$ cat src/rtl/seg7_pkg.sv
// Shared 7-segment definitions: active-low glyph codes in {g,f,e,d,c,b,a} order
// plus the nibble-to-glyph decode used by every display block.
package seg7_pkg;

    localparam logic [6:0] SEG_0     = 7'h40;
    localparam logic [6:0] SEG_1     = 7'h79;
    localparam logic [6:0] SEG_2     = 7'h24;
    localparam logic [6:0] SEG_3     = 7'h30;
    localparam logic [6:0] SEG_4     = 7'h19;
    localparam logic [6:0] SEG_5     = 7'h12;
    localparam logic [6:0] SEG_6     = 7'h02;
    localparam logic [6:0] SEG_7     = 7'h78;
    localparam logic [6:0] SEG_8     = 7'h00;
    localparam logic [6:0] SEG_9     = 7'h10;
    localparam logic [6:0] SEG_A     = 7'h08;
    localparam logic [6:0] SEG_B     = 7'h03;
    localparam logic [6:0] SEG_C     = 7'h46;
    localparam logic [6:0] SEG_D     = 7'h21;
    localparam logic [6:0] SEG_E     = 7'h06;
    localparam logic [6:0] SEG_F     = 7'h0E;
    localparam logic [6:0] SEG_BLANK = 7'h7F;

    function automatic logic [6:0] seg7_decode(input logic [3:0] nibble);
        logic [6:0] glyph;
        case (nibble)
            4'h0:    glyph = SEG_0;
            4'h1:    glyph = SEG_1;
            4'h2:    glyph = SEG_2;
            4'h3:    glyph = SEG_3;
            4'h4:    glyph = SEG_4;
            4'h5:    glyph = SEG_5;
            4'h6:    glyph = SEG_6;
            4'h7:    glyph = SEG_7;
            4'h8:    glyph = SEG_8;
            4'h9:    glyph = SEG_9;
            4'hA:    glyph = SEG_A;
            4'hB:    glyph = SEG_B;
            4'hC:    glyph = SEG_C;
            4'hD:    glyph = SEG_D;
            4'hE:    glyph = SEG_E;
            4'hF:    glyph = SEG_F;
            default: glyph = SEG_BLANK;
        endcase
        return glyph;
    endfunction

endpackage

$ cat src/rtl/seg7_hex_decode.sv
// Combinational single-digit decoder; in decimal mode nibbles above 9 are
// reported as blank so the caller can also suppress the decimal point.
module seg7_hex_decode
    import seg7_pkg::*;
(
    input  logic [3:0] nibble,
    input  logic       hex_mode,
    output logic [6:0] seg,
    output logic       blank
);

    // Glyph lookup with decimal-mode suppression
    always_comb begin
        blank = 1'b0;
        seg   = SEG_BLANK;
        if (!hex_mode && (nibble > 4'd9)) begin
            blank = 1'b1;
            seg   = SEG_BLANK;
        end else begin
            blank = 1'b0;
            seg   = seg7_decode(nibble);
        end
    end

endmodule

$ cat src/rtl/seg7_scan_driver.sv
// Time-multiplexed N-digit 7-segment driver: double-buffered value, per-digit
// dp/blink, leading-zero blanking and an anode-off guard band at each slot start.
module seg7_scan_driver
    import seg7_pkg::*;
#(
    parameter int DIGITS       = 4,
    parameter int SCAN_DIV     = 50000,
    parameter int BLANK_CYC    = 8,
    parameter int BLINK_FRAMES = 64
) (
    input  logic                  clk,
    input  logic                  rst_n,
    input  logic                  load,
    input  logic [4*DIGITS-1:0]   value,
    input  logic [DIGITS-1:0]     dp_in,
    input  logic [DIGITS-1:0]     blink_en,
    input  logic                  hex_mode,
    input  logic                  lz_blank,
    output logic [6:0]            seg,
    output logic                  dp,
    output logic [DIGITS-1:0]     an,
    output logic                  frame_tick
);

    localparam int PW = (SCAN_DIV > 1) ? $clog2(SCAN_DIV) : 1;
    localparam int IW = (DIGITS > 1) ? $clog2(DIGITS) : 1;
    localparam int FW = (BLINK_FRAMES > 1) ? $clog2(BLINK_FRAMES) : 1;

    logic [PW-1:0]         presc_q, presc_d;
    logic [IW-1:0]         idx_q, idx_d;
    logic [FW-1:0]         frame_q, frame_d;
    logic                  blink_q, blink_d;
    logic [4*DIGITS-1:0]   pend_val_q, pend_val_d, act_val_q, act_val_d;
    logic [DIGITS-1:0]     pend_dp_q, pend_dp_d, act_dp_q, act_dp_d;
    logic [DIGITS-1:0]     pend_blk_q, pend_blk_d, act_blk_q, act_blk_d;
    logic [6:0]            seg_q, seg_d;
    logic                  dp_q, dp_d;
    logic [DIGITS-1:0]     an_q, an_d;
    logic                  tick_q, tick_d;

    logic                  slot_end, wrap;
    logic [3:0]            cur_nib;
    logic                  cur_dp, cur_blk, cur_zero;
    logic [DIGITS-1:0]     zero_from;
    logic [6:0]            dec_seg;
    logic                  dec_blank;

    seg7_hex_decode u_dec (
        .nibble   (cur_nib),
        .hex_mode (hex_mode),
        .seg      (dec_seg),
        .blank    (dec_blank)
    );

    // Scan timing, buffer transfer and blink phase
    always_comb begin
        slot_end   = (presc_q == PW'(SCAN_DIV - 1));
        wrap       = slot_end && (idx_q == IW'(DIGITS - 1));
        presc_d    = slot_end ? '0 : presc_q + PW'(1);
        idx_d      = idx_q;
        frame_d    = frame_q;
        blink_d    = blink_q;
        pend_val_d = load ? value    : pend_val_q;
        pend_dp_d  = load ? dp_in    : pend_dp_q;
        pend_blk_d = load ? blink_en : pend_blk_q;
        act_val_d  = act_val_q;
        act_dp_d   = act_dp_q;
        act_blk_d  = act_blk_q;
        if (slot_end) begin
            idx_d = wrap ? '0 : idx_q + IW'(1);
        end else begin
            idx_d = idx_q;
        end
        if (wrap) begin
            // A load on the boundary cycle bypasses pending so it shows this frame
            act_val_d = pend_val_d;
            act_dp_d  = pend_dp_d;
            act_blk_d = pend_blk_d;
            if (frame_q == FW'(BLINK_FRAMES - 1)) begin
                frame_d = '0;
                blink_d = ~blink_q;
            end else begin
                frame_d = frame_q + FW'(1);
                blink_d = blink_q;
            end
        end else begin
            act_val_d = act_val_q;
        end
    end

    // Current-digit selection, leading-zero detection and pin values
    always_comb begin
        logic above;
        above    = 1'b1;
        cur_nib  = 4'h0;
        cur_dp   = 1'b0;
        cur_blk  = 1'b0;
        cur_zero = 1'b0;
        zero_from = '0;
        an_d     = '1;
        for (int k = DIGITS - 1; k >= 0; k--) begin
            above        = above && (act_val_q[4*k +: 4] == 4'h0);
            zero_from[k] = above;
        end
        for (int k = 0; k < DIGITS; k++) begin
            if (IW'(k) == idx_q) begin
                cur_nib  = act_val_q[4*k +: 4];
                cur_dp   = act_dp_q[k];
                cur_blk  = act_blk_q[k];
                cur_zero = zero_from[k];
                an_d[k]  = (presc_q < PW'(BLANK_CYC));
            end else begin
                an_d[k]  = 1'b1;
            end
        end
        if (dec_blank || (lz_blank && (idx_q != '0) && cur_zero) || (cur_blk && blink_q)) begin
            seg_d = SEG_BLANK;
            dp_d  = 1'b1;
        end else begin
            seg_d = dec_seg;
            dp_d  = ~cur_dp;
        end
        tick_d = wrap;
    end

    // State and output registers
    always_ff @(posedge clk) begin
        if (!rst_n) begin
            presc_q    <= '0;
            idx_q      <= '0;
            frame_q    <= '0;
            blink_q    <= 1'b0;
            pend_val_q <= '0;
            pend_dp_q  <= '0;
            pend_blk_q <= '0;
            act_val_q  <= '0;
            act_dp_q   <= '0;
            act_blk_q  <= '0;
            seg_q      <= SEG_BLANK;
            dp_q       <= 1'b1;
            an_q       <= '1;
            tick_q     <= 1'b0;
        end else begin
            presc_q    <= presc_d;
            idx_q      <= idx_d;
            frame_q    <= frame_d;
            blink_q    <= blink_d;
            pend_val_q <= pend_val_d;
            pend_dp_q  <= pend_dp_d;
            pend_blk_q <= pend_blk_d;
            act_val_q  <= act_val_d;
            act_dp_q   <= act_dp_d;
            act_blk_q  <= act_blk_d;
            seg_q      <= seg_d;
            dp_q       <= dp_d;
            an_q       <= an_d;
            tick_q     <= tick_d;
        end
    end

    assign seg        = seg_q;
    assign dp         = dp_q;
    assign an         = an_q;
    assign frame_tick = tick_q;

endmodule
$ cat config.mk
export PLATFORM = sky130hd
export DESIGN_NAME = seg7_scan_driver
export DESIGN_NICKNAME = d
export VERILOG_FILES = /design/src/rtl/seg7_pkg.sv /design/src/rtl/seg7_hex_decode.sv /design/src/rtl/seg7_scan_driver.sv
export SDC_FILE = /design/constraint.sdc
export NUM_CORES = 1
export LEC_CHECK = 0
export ABC_CLOCK_PERIOD_IN_PS = 3100
export BUFFER_PORTS_ARGS = -buffer_cell sky130_fd_sc_hd__buf_2
export CORE_MARGIN = 2
export CORE_UTILIZATION = 31
export DETAILED_ROUTE_END_ITERATION = 16
export GPL_TIMING_DRIVEN = 0
export PLACE_DENSITY = 0.55
export SYNTH_ARGS = -nofsm -noshare
export SYNTH_HDL_FRONTEND = slang
export SYNTH_HIERARCHICAL = 1
export SYNTH_SLANG_ARGS = --single-unit
export TNS_END_PERCENT = 5
$ cat constraint.sdc
create_clock -name clk -period 3.1 [get_ports clk]
set_input_delay 0.155 -clock clk [delete_from_list [all_inputs] [get_ports clk]]
set_output_delay 0.155 -clock clk [all_outputs]
set_load 0.005 [all_outputs]
### Word-level counts from Yosys, hierarchy flattened

Memory sizes are Yosys's and may differ from the RTL's. A register that Yosys moved wholly into a read port is not among the register bits.
Cells that the tools add are included.

| cells by class | value |
|---|---|
| add/subtract/negate cells | 3 |
| order comparisons | 2 |
| muxes and demuxes | 22 |
| bitwise gates (word level) | 3 |
| equal/unequal tests | 6 |
| reductions and logical operators | 25 |

Operators by type and width:

| cell | count |
|---|---|
| 2-to-1 mux 4 bit | 6 |
| adder 16 x 1 -> 16 bit (second input constant) | 1 |
| equality test 16 bit (second input constant) | 1 |
| zero test 4 bit | 4 |
| less-than comparator 16 x 4 -> 1 bit (second input constant) | 1 |
| 2-to-1 mux 16 bit | 1 |
| 2-to-1 mux 1 bit | 13 |
| AND reduction 2 bit | 5 |
| logical AND 1 bit | 8 |
| adder 6 x 1 -> 6 bit (second input constant) | 1 |
| equality test 6 bit (second input constant) | 1 |
| 2-to-1 mux 6 bit | 1 |
| equality test 2 bit (first input constant) | 2 |
| > comparator 4 bit (second input constant) | 1 |
| OR reduction 2 bit | 2 |
| NOT 1 bit | 3 |
| OR reduction 3 bit | 1 |
| adder 2 x 1 -> 2 bit (second input constant) | 1 |
| equality test 1 x 2 -> 1 bit (first input constant) | 1 |
| equality test 2 bit (second input constant) | 1 |
| zero test 2 bit | 1 |
| logical OR 1 bit | 2 |
| 2-to-1 mux 2 bit | 1 |
| nonzero test 2 bit | 1 |
| zero test 1 bit | 1 |

| word-level totals | value |
|---|---|
| logic and storage cells | 78 |
| bits in read-only memories | 112 |
| bits of input ports | 29 |
| memories | 1 |
| output and inout port bits | 13 |
| register bits after elaboration | 79 |

Memories:

| name | depth | bits a word | rd ports | clocked after Yosys merged registers in | wr ports | line | text |
|---|---|---|---|---|---|---|---|
| (no name shown) | 16 | 7 | 1 | 1 | 0 | seg7_pkg.sv:25 | `case (nibble)` |

### Logic depth before layout (Yosys ltp)

Gate-level depths: netlist (run 1).

| logic depth | value |
|---|---|
| depth after elaboration | 12 |
| depth in mapped cells | 16 |
| mapped depth without buffers | 15 |

### Hierarchy

Netlist (run 1), hierarchy kept.

By module, submodules not included:

| module | area each (µm²) | cells each | instances | seq. area each (µm²) |
|---|---|---|---|---|
| seg7_scan_driver | 3,468.3 | 372 | 1 | 1,721.7 |
| seg7_hex_decode | 317.8 | 42 | 1 | 0.0 |

### Least setup slack after synthesis (run 1)

OpenSTA, ideal clock, no wires.

| timing path | value |
|---|---|
| path kind | register to register |
| start | register idx_q[1] |
| end | register dp_q (netlist: dp) |
| library setup time | 123 ps |
| slack | -16 ps |
| data arrival time | 2,993 ps |
| buffers on the path | 1 |
| required time | 2,977 ps |
| stages on the path, launching flop included | 16 |
| clock period less this slack | 3,116 ps |
| cells stage by stage | dfxtp_1 > inv_1 > ha_1 > clkbuf_1 > nand3b_1 > a21oi_1 > a21oi_1 > o21ai_0 > ha_1 > nor2_1 > o211ai_2 > inv_1 > a311o_1 > a41oi_1 > o21ai_1 > or2_2 |

| between the ends | value |
|---|---|
| longest elaborated chain between the ends | 11 |
| elaborated cells between the ends (all ways) | 31 |
| classes of those cells | 1 x order compare; 3 x eq/ne; 17 x mux; 1 x bitwise; 9 x reduce/logical |

Ends and longest elaborated chain:

| item | line | text |
|---|---|---|
| from (decl) | seg7_scan_driver.sv:30 | `logic [IW-1:0] idx_q, idx_d;` |
| from (signal assigned) | seg7_scan_driver.sv:145 | `idx_q <= idx_d;` |
| zero test 2 bit | seg7_scan_driver.sv:106 | `if (IW'(k) == idx_q) begin` |
| 2-to-1 mux 4 bit (3 in a row) | seg7_scan_driver.sv:106 |  |
| 2-to-1 mux 4 bit * | seg7_scan_driver.sv:106 |  |
| net cur_nib[0] | seg7_scan_driver.sv:42 | `logic [3:0] cur_nib;` |
| > comparator 4 bit * | seg7_hex_decode.sv:16 | `if (!hex_mode && (nibble > 4'd9)) begin` |
| logical AND 1 bit * | seg7_hex_decode.sv:16 |  |
| 2-to-1 mux 1 bit * | seg7_hex_decode.sv:16 |  |
| net dec_blank | seg7_scan_driver.sv:46 | `logic dec_blank;` |
| logical OR 1 bit * (2 in a row) | seg7_scan_driver.sv:116 | `if (dec_blank \|\| (lz_blank && (idx_q != '0) && cur_zero) \|\| (cur_blk && blink_q)) begin` |
| OR reduction 2 bit (no source line) * | n/a |  |
| to (signal assigned) | seg7_scan_driver.sv:155 | `dp_q <= dp_d;` |
| to (decl) | seg7_scan_driver.sv:37 | `logic dp_q, dp_d;` |

The timed path passes the listed nets; every way through them passes the cells marked *.
A chain may end at the register's enable or synchronous reset.

### Final worst setup path (run 1)

Ends and elaborated chain as after synthesis.

==> flow_summary.toml, run 1 <==
[sta]
hold_viol_final = 0
max_freq_mhz = 335
finalCriticalPeriod_ps = 2980
slew_violations = 0
worst_pin_slew_ps = 923
fin_skew_ps = 4.77
relSlewSlack_pct = 37.8
layout_setup_ws_ps = 118
setup_viol = 0
min_period_over_period_pct = 96.2
finalSetupTns_ps = 0

[cts]
cts_hold_buf = 0
clk_latency_ps = 340
clockRootBuffer = "clkbuf_16"
cts_buffers = 9
clk_pin_slew_ps = 60
cts_buffer_depth = 2
clock-sinks = 86
h-tree-depth = 3
cts_tree = "yes"

[critical_path]
crit_family = "compound AO/OA/AOI/OAI gates"
critPathRequiredTime_ps = 3320
startpoint_type = "register"
crit_arrival_ps = 3200
setup.worst_path.end_class = "register"
path_cells = "inv_2 -> ha_4 -> nand3b_1 -> a21oi_2 -> a21oi_1 -> o21ai_2 -> ha_4 -> nor2_1 -> o211ai_2 -> inv_2 -> a311o_1 -> a41oi_2 -> o21ai_4 -> or2_2"
crit_fanout = 12
crit_buf_inv = 2
criticalPathCategory = "register to register"
cpMaxStageDelayCell = "dfxtp_4"
slowest_delay_ps = 360

[die]
core_mm2 = 0.0120
rows = 40
die_w_um = 115
die_h_um = 115
start_util_pct = 31.7
pin_count = 42
die_area_mm2 = 0.0131

[placed_design]
place_area_mm2 = 0.00417
dp_worst_setup_slack_ps = -671
dp.cells = 601
hpwl_mm = 6.33
port_buffers = 40
gp_congestion = 0.785

[global_route]
grtUsageTotal_pct = 13.9
grt_max_degree = 15
first_global_vias = 2951
grt_pass1_wl_mm = 14.3
overflow = 0
antenna_found_initial = 0

[routing]
ant_nets = 0
finalWirelength_mm = 8.63
wl_per_cell_um = 13.9
drc = 0
drt-pass1-iter-count = 4
viasPerCell = 4.88
drt_iter0_markers = 176
vias = 3026

[outcome]
status = "completed"

[synthesis]
yosys_warnings = 6
ys_ff_latch = 86
netlist_top_cells_area = "dfxtp_1 45%, nor2_1 7.4%, mux2i_1 6.9%"
synth_area_mm2 = 0.00379
yosysMostFrequentCell = "dfxtp_1"
ys_types = 49
yosysTopAreaCell = "dfxtp_1"
synth_top_area_share_pct = 45.5
synth_top_flop_cell = "dfxtp_1"
synth-seq-area-share_pct = 45.5
yosys-top-cells-count = "86 x dfxtp_1, 75 x nor2_1, 36 x nand2_1"
synthCells = 414
synthArstFlopShare_pct = 0
synth_edf_count = 0
synth_nets = 456
syn_avg_cell_area_um2 = 9.15

[flow_run]
drv_cap = 0

[layout]
insertedDiodeCount = 0
regArea_mm2 = 0.00173
multiInputGateArea_mm2 = 0.00198
area_growth_pct = 21.8
drive_gt1_share_pct = 22.6
design_area_mm2 = 0.00461
layout.nets = 511
fin_cells = 620
fillCellCount = 1219

[power_and_ir_drop]
p_leak_nw = 1.76
ir_worst_vdd_mv = 0.249
total_power_w = 0.00239
powerDensity_mw_per_mm2 = 518

[min_path]
min_path_type = "input pin to register"
-- path summary, 6_finish.rpt --
kind                            cells after the start       start  slack (ps)            to
worst max-delay path                               14    idx_q[1]         120            dp
worst min-delay path                                3    dp_in[2]          80  pend_dp_q[2]
worst max register to register                     14    idx_q[1]         120            dp
worst min register to register                      1  presc_q[0]         460    presc_q[0]
-- sequential cells by signal (all words and copies together) (netlist names) --
signal	flops
act_dp_q	4
blink_q	1
act_blk_q	4
pend_dp_q	4
dp	1
pend_blk_q	4
an	4
act_val_q	16
pend_val_q	16
frame_q	6
presc_q	16
frame_tick	1
idx_q	2
seg	7
-- placed cells by master, fill, tap and decap left out, types with 2 or more instances in the layout --
cell       instances
dfxtp_1           84
nor2_1            75
buf_2             45
nand2_1           36
mux2i_1           26
a211oi_1          21
a21oi_1           16
or2_2              9
ha_1               9
clkbuf_16          9
xnor2_1            8
nand3_1            8
buf_4              8
xor2_1             8
o211ai_1           8
clkbuf_1           7
o21ai_0            6
inv_2              5
nand3b_1           5
and3_1             5
nor4_1             5
a211oi_2           5
buf_6              4
inv_1              4
nand4_1            4
nand2b_1           4
ha_4               4
buf_1              3
o31ai_1            3
o21ai_2            2
or3_1              2
nor3_1             2
and4_1             2
a31oi_1            2
bufinv_16          2
o211ai_2           2
-- per-layer routing --
metal	part of all wire, %	wire (um)	up-vias	track usage (%)
met5	0	0	-	0
met4	1.0	87	0	5.45
met3	3.3	288	9	3.18
met2	48	4160	47	23.4
met1	47	4100	1420	17.3
li1	-	-	1550	-
-- worst min-delay path, delay by kind of cell --
kind / cells / cell delay, ps
AND/OR/NAND/NOR: 1 / 80
buffers and inverters: 1 / 70
multiplexers: 1 / 70
-- area by class of cell --
cell class / count / area share, %
Buffer: 20 / 2.63
Tap cell: 147 / 3.99
Multi-Input combinational cell: 295 / 42.8
Clock buffer: 12 / 5.34
Inverter: 10 / 0.814
Sequential cell: 86 / 37.4
Timing Repair Buffer: 47 / 5.48
Clock inverter: 3 / 1.49
-- stage by stage --
step | utilization (%) | hold slack (ps)
after floorplan | - | 301
after global placement | 34.9 | 430
after detailed placement | 34.9 | 431
after CTS | 38.1 | 78.9
after global routing | 38.6 | 114
final | 38.6 | 81.4
-- where the power goes --
group | switching, W | internal, W
combinational | 0.0000597 | 0.0000443
sequential | 0.00000784 | 0.00113
clock | 0.000424 | 0.000725
total | 0.000491 | 0.00190
-- logic make-up after synthesis --
kind of cell               count (synthesis)  share of synthesized area (%)
AOI/OAI and AO/OA                         75                           14.1
xor gates and xnor gates                  16                           3.70
adders and majority gates                 13                           4.30
buffers and inverters                     33                           4.46
DFF                                       86                           45.5
muxes                                     26                           6.87
and+or+nand+nor                          165                           21.1
-- what timing repair did --
action | in CTS | in global routing
pin swaps | 2 | 5
buffers inserted | 3 | 4
resized for setup | 15 | 11
endpoints found under the setup margin | 8 | 8
Note: power is estimated with default switching activity, not from simulation.
==> inputs of run 2 (changes only) <==
--- a/config.mk
+++ b/config.mk
@@ -7,11 +7,13 @@
 export LEC_CHECK = 0
 export ABC_CLOCK_PERIOD_IN_PS = 3100
 export BUFFER_PORTS_ARGS = -buffer_cell sky130_fd_sc_hd__buf_2
+export CORE_ASPECT_RATIO = 1.2
 export CORE_MARGIN = 2
 export CORE_UTILIZATION = 31
 export DETAILED_ROUTE_END_ITERATION = 16
 export GPL_TIMING_DRIVEN = 0
 export PLACE_DENSITY = 0.55
+export SKIP_CTS_REPAIR_TIMING = 1
 export SYNTH_ARGS = -nofsm -noshare
 export SYNTH_HDL_FRONTEND = slang
 export SYNTH_HIERARCHICAL = 1
==> constraint.sdc (replaced) <==
create_clock -name clk -period 3.1 [get_ports clk]
set_input_delay 0.31 -clock clk [delete_from_list [all_inputs] [get_ports clk]]
set_output_delay 0.31 -clock clk [all_outputs]
set_load 0.005 [all_outputs]
==> run 2 against run 1 <==
Hold slack improved by 160 ps. Critical endpoint unchanged. Sequential share of layout area barely moved. Cell count is 2.4% higher. Global-route usage is 0.53 points lower. Count of clock-buffer cells in the layout is 3 lower. Non-clock buffer count up 2.
==> flow_summary.toml, run 2 (synthesis gave the netlist of run 1 again) <==
[die]
die_w_um = 105
core_mm2 = 0.0120
rows = 44
pin_count = 42
die_area_mm2 = 0.0131
die_h_um = 125
start_util_pct = 31.5

[critical_path]
crit_family = "compound AO/OA/AOI/OAI gates"
path_cells = "inv_2 -> ha_4 -> nand3b_1 -> a21oi_2 -> a21oi_1 -> o21ai_2 -> ha_4 -> nor2_1 -> o211ai_2 -> inv_1 -> a311o_1 -> a41oi_2 -> o21ai_4 -> or2_2"
criticalPathCategory = "register to register"
worst_r2r_endpoint = "dp"
slowest_delay_ps = 380
crit_top_cell = "ha_4"
setup.worst_path.end_class = "register"
crit_buf_inv = 2
crit_fanout = 10
r2r_cells = 14
timing.rr.start = "idx_q[1]"
cpMaxStageDelayCell = "dfxtp_4"
regToRegSetupSlack_ps = 140
startpoint_type = "register"
critPathRequiredTime_ps = 3330
crit_arrival_ps = 3180

[power_and_ir_drop]
ir_worst_vdd_mv = 0.235
p_leak_nw = 1.76
powerDensity_mw_per_mm2 = 494
total_power_w = 0.00228

[sta]
min_period_over_period_pct = 95.4
layout_setup_ws_ps = 143
slew_violations = 0
setup_viol = 0
max_freq_mhz = 338
finalCriticalPeriod_ps = 2960
fin_skew_ps = 7.06
hold_viol_final = 0
hold_ws_ps = 245
relSlewSlack_pct = 39.9
worst_pin_slew_ps = 893

[layout]
area_growth_pct = 21.8
layout_commonest_cell = "dfxtp_1"
fillCellCount = 1253
drive_gt1_share_pct = 23.0
multiInputGateArea_mm2 = 0.00198
insertedDiodeCount = 0
regArea_mm2 = 0.00173
final_cell_mix = "84 x dfxtp_1, 75 x nor2_1, 45 x buf_2"
reg.largest.list = "act_val_q: 16 flops, pend_val_q: 16 flops, presc_q: 16 flops"
layout.nets = 513

[flow_run]
drv_cap = 0

[cts]
cts_buffer_depth = 2
cts_buffers = 9
clockRootBuffer = "clkbuf_16"
h-tree-depth = 3
clock-sinks = 86
cts_tree = "yes"
clk_latency_ps = 340
clk_pin_slew_ps = 60

[routing]
drc = 0
finalWirelength_mm = 8.52
wl_per_cell_um = 13.4
ant_nets = 0
drt-pass1-iter-count = 4
vias = 3029
drt_iter0_markers = 150
viasPerCell = 4.77

[global_route]
antenna_found_initial = 0
overflow = 0
grt_pass1_wl_mm = 14.2
first_global_vias = 3000
grt_max_degree = 14
grtUsageTotal_pct = 13.4

[placed_design]
port_buffers = 40
gp_congestion = 0.847
hpwl_mm = 6.35
dp_worst_setup_slack_ps = -610

[min_path]
hold_end = "pend_val_q[1]"
min_path_type = "input pin to register"
min_path_cells = 3
hold_path.startpoint = "value[1]"

[outcome]
status = "completed"
==> run 2: how the worst max path moves through the flow <==
stage / from / to / depth (start not counted)
6_report: idx_q[1] / dp / 14
5_1_grt: idx_q[1] / dp / 14
4_1_cts: idx_q[1] / dp / 16
3_5_place_dp: idx_q[1] / dp / 16
3_3_place_gp: idx_q[1] / dp / 16
2_1_floorplan: idx_q[1] / dp / 16
==> run 2: layout make-up <==
cell class              instances  area share [%]
repair buffers                 48            5.64
flip-flops and latches         86            37.4
well taps                     161            4.37
plain buffers                  21            2.80
inverters                      10           0.868
clock inverters                 5            1.14
multi-input cells             295            42.8
clock buffers                   9            4.88
==> run 2: metrics by stage <==
stage	std cells	TNS, ps	instance area [um^2]	utilization (%)
after floorplan	414	0	3790	-
after global placement	615	-4150	4190	34.9
after detailed placement	615	-4780	4190	34.9
after CTS	629	-4780	4470	37.2
after global routing	635	-33.7	4610	38.4
final	635	0	4610	38.4
==> run 2: per-layer routing <==
metal	global-route usage (%)	share of wire [%]	up-vias
met5	0	0	-
met4	5.18	1.7	0
met3	3.23	3.8	12
met2	23.6	51	50
met1	15.6	44	1412
li1	-	-	1555
==> run 2: power breakdown <==
part / total (W) / leakage (nW) / switching, W / internal [W]
Clock: 0.00104 / 0.137 / 0.000426 / 0.000610
Sequential: 0.00114 / 0.702 / 0.00000753 / 0.00113
Combinational: 0.000105 / 0.920 / 0.0000604 / 0.0000443
Total: 0.00228 / 1.76 / 0.000494 / 0.00178
==> run 2: worst min-delay path, stage by stage <==
cell and delay (ps):
buf_2 80, mux2i_1 80, nor2_1 80
==> inputs of run 3 (changes only) <==
--- a/config.mk
+++ b/config.mk
@@ -8,7 +8,6 @@
 export ABC_CLOCK_PERIOD_IN_PS = 3100
 export BUFFER_PORTS_ARGS = -buffer_cell sky130_fd_sc_hd__buf_2
 export CORE_ASPECT_RATIO = 1.2
-export CORE_MARGIN = 2
 export CORE_UTILIZATION = 31
 export DETAILED_ROUTE_END_ITERATION = 16
 export GPL_TIMING_DRIVEN = 0
==> run 3 against run 2 <==
Power down 0.86%. Register-to-register slack about the same. Critical path depth up 2. Non-clock buffer count up 3. Die area down 3.5%. Hold slack worse by 3.4 ps. Combinational power about the same. Clock skew up 1.6 ps. Setup slack better by 6.4 ps.
==> flow_summary.toml, run 3 (synthesis gave the netlist of run 1 again) <==
[routing]
viasPerCell = 4.80
drt_iter0_markers = 116
vias = 3051
wl_per_cell_um = 13.2
finalWirelength_mm = 8.38
drc = 0
ant_nets = 0
drt-pass1-iter-count = 4

[critical_path]
critPathRequiredTime_ps = 3330
regToRegSetupSlack_ps = 150
timing.rr.start = "idx_q[0]"
crit_buf_inv = 5
r2r_cells = 16
criticalPathCategory = "register to register"
crit_arrival_ps = 3180
cpMaxStageDelayCell = "dfxtp_4"
setup.worst_path.end_class = "register"
crit_fanout = 10
crit_start = "idx_q[0]"
worst_r2r_endpoint = "dp"
crit_family = "compound AO/OA/AOI/OAI gates"
startpoint_type = "register"
path_cells = "inv_2 -> ha_4 -> buf_6 -> a21oi_1 -> a21oi_1 -> o21ai_2 -> inv_2 -> buf_4 -> ha_4 -> nor2_1 -> o211ai_2 -> inv_1 -> a311o_1 -> a41oi_2 -> o21ai_4 -> or2_2"
slowest_delay_ps = 360

[min_path]
min_path_cells = 3
hold_path.startpoint = "value[4]"
min_path_type = "input pin to register"
hold_end = "pend_val_q[4]"

[layout]
fin_util_pct = 39.5
drive_gt1_share_pct = 23.6
layout_commonest_cell = "dfxtp_1"
fillCellCount = 1207
final_cell_mix = "84 x dfxtp_1, 75 x nor2_1, 45 x buf_2"
multiInputGateArea_mm2 = 0.00198
insertedDiodeCount = 0
regArea_mm2 = 0.00173
reg.largest.list = "act_val_q: 16 flops, pend_val_q: 16 flops, presc_q: 16 flops"
layout.nets = 516
area_growth_pct = 22.5

[cts]
clockRootBuffer = "clkbuf_16"
cts_tree = "yes"
clk_latency_ps = 340
clk_pin_slew_ps = 60
cts_buffer_depth = 2
h-tree-depth = 3
clock-sinks = 86
cts_buffers = 9

[die]
die_w_um = 103
core_mm2 = 0.0117
start_util_pct = 32.3
die_area_mm2 = 0.0127
die_h_um = 123
pin_count = 42
rows = 43

[sta]
fin_skew_ps = 8.64
setup_viol = 0
hold_ws_ps = 242
relSlewSlack_pct = 42.7
finalSetupTns_ps = 0
finalCriticalPeriod_ps = 2950
slew_violations = 0
layout_setup_ws_ps = 149
min_period_over_period_pct = 95.2
max_freq_mhz = 339
worst_pin_slew_ps = 859
hold_viol_final = 0

[power_and_ir_drop]
power_frac_clock_pct = 45.1
seqPwrFrac_pct = 50.3
p_leak_nw = 1.77
p_sw_share_pct = 22.0
power.switching_w = 0.000496
ir_worst_vdd_mv = 0.226
p_comb_share_pct = 4.6
p_int_w = 0.00176
powerDensity_mw_per_mm2 = 487

[global_route]
overflow = 0
grt_pass1_wl_mm = 13.8
antenna_found_initial = 0
grt_max_degree = 15
grtUsageTotal_pct = 14.2
first_global_vias = 3004

[placed_design]
port_buffers = 40
hpwl_mm = 6.32
gp_congestion = 0.805
dp_worst_setup_slack_ps = -583

[flow_run]
drv_cap = 0

[outcome]
status = "completed"
==> run 3: worst register-to-register path, cell delays in order, from the launching register on <==
cell	delay, ps
dfxtp_4	360
inv_2	110
ha_4	180
buf_6	140
a21oi_1	50
a21oi_1	160
o21ai_2	120
inv_2	90
buf_4	130
ha_4	140
nor2_1	50
o211ai_2	270
inv_1	90
a311o_1	290
a41oi_2	230
o21ai_4	120
or2_2	300
==> run 3: area by class of cell <==
cell class | instances | area share (%)
buffer | 21 | 2.86
sequential | 86 | 37.3
clock buffer | 12 | 5.53
tap | 157 | 4.24
multi-input combinational | 295 | 42.6
timing repair buffer | 51 | 6.04
clock inverter | 4 | 0.647
inverter | 10 | 0.809
==> run 3: per-layer routing <==
layer | wire (um) | track usage (%)
met1 | 3700 | 15.7
met2 | 4330 | 26.0
met3 | 243 | 2.83
met4 | 112 | 5.72
met5 | 0 | 0
==> run 3: metrics by stage <==
step / cells / total power (W) / cell area (um^2)
floorplan: 414 / 0.00122 / 3790
global placement: 611 / 0.00127 / 4180
detailed placement: 611 / 0.00127 / 4180
CTS: 627 / 0.00229 / 4470
global route: 636 / 0.00234 / 4640
finish: 636 / 0.00226 / 4640
==> run 3: how the worst max path moves through the flow <==
stage,depth (start not counted),slack [ps],end
global route,16,-20,dp
floorplan,16,90,dp
detailed placement,16,-580,dp
CTS,16,-600,dp
finish,16,150,dp
global placement,16,-510,dp
==> run 3: power groups by stage <==
stage | combinational [W] | sequential, W | clock [W]
floorplan | 0.0000623 | 0.00116 | 0
CTS | 0.000106 | 0.00114 | 0.00104
global route | 0.000117 | 0.00114 | 0.00108
global placement | 0.000103 | 0.00116 | 0
detailed placement | 0.000105 | 0.00116 | 0
finish | 0.000104 | 0.00114 | 0.00102
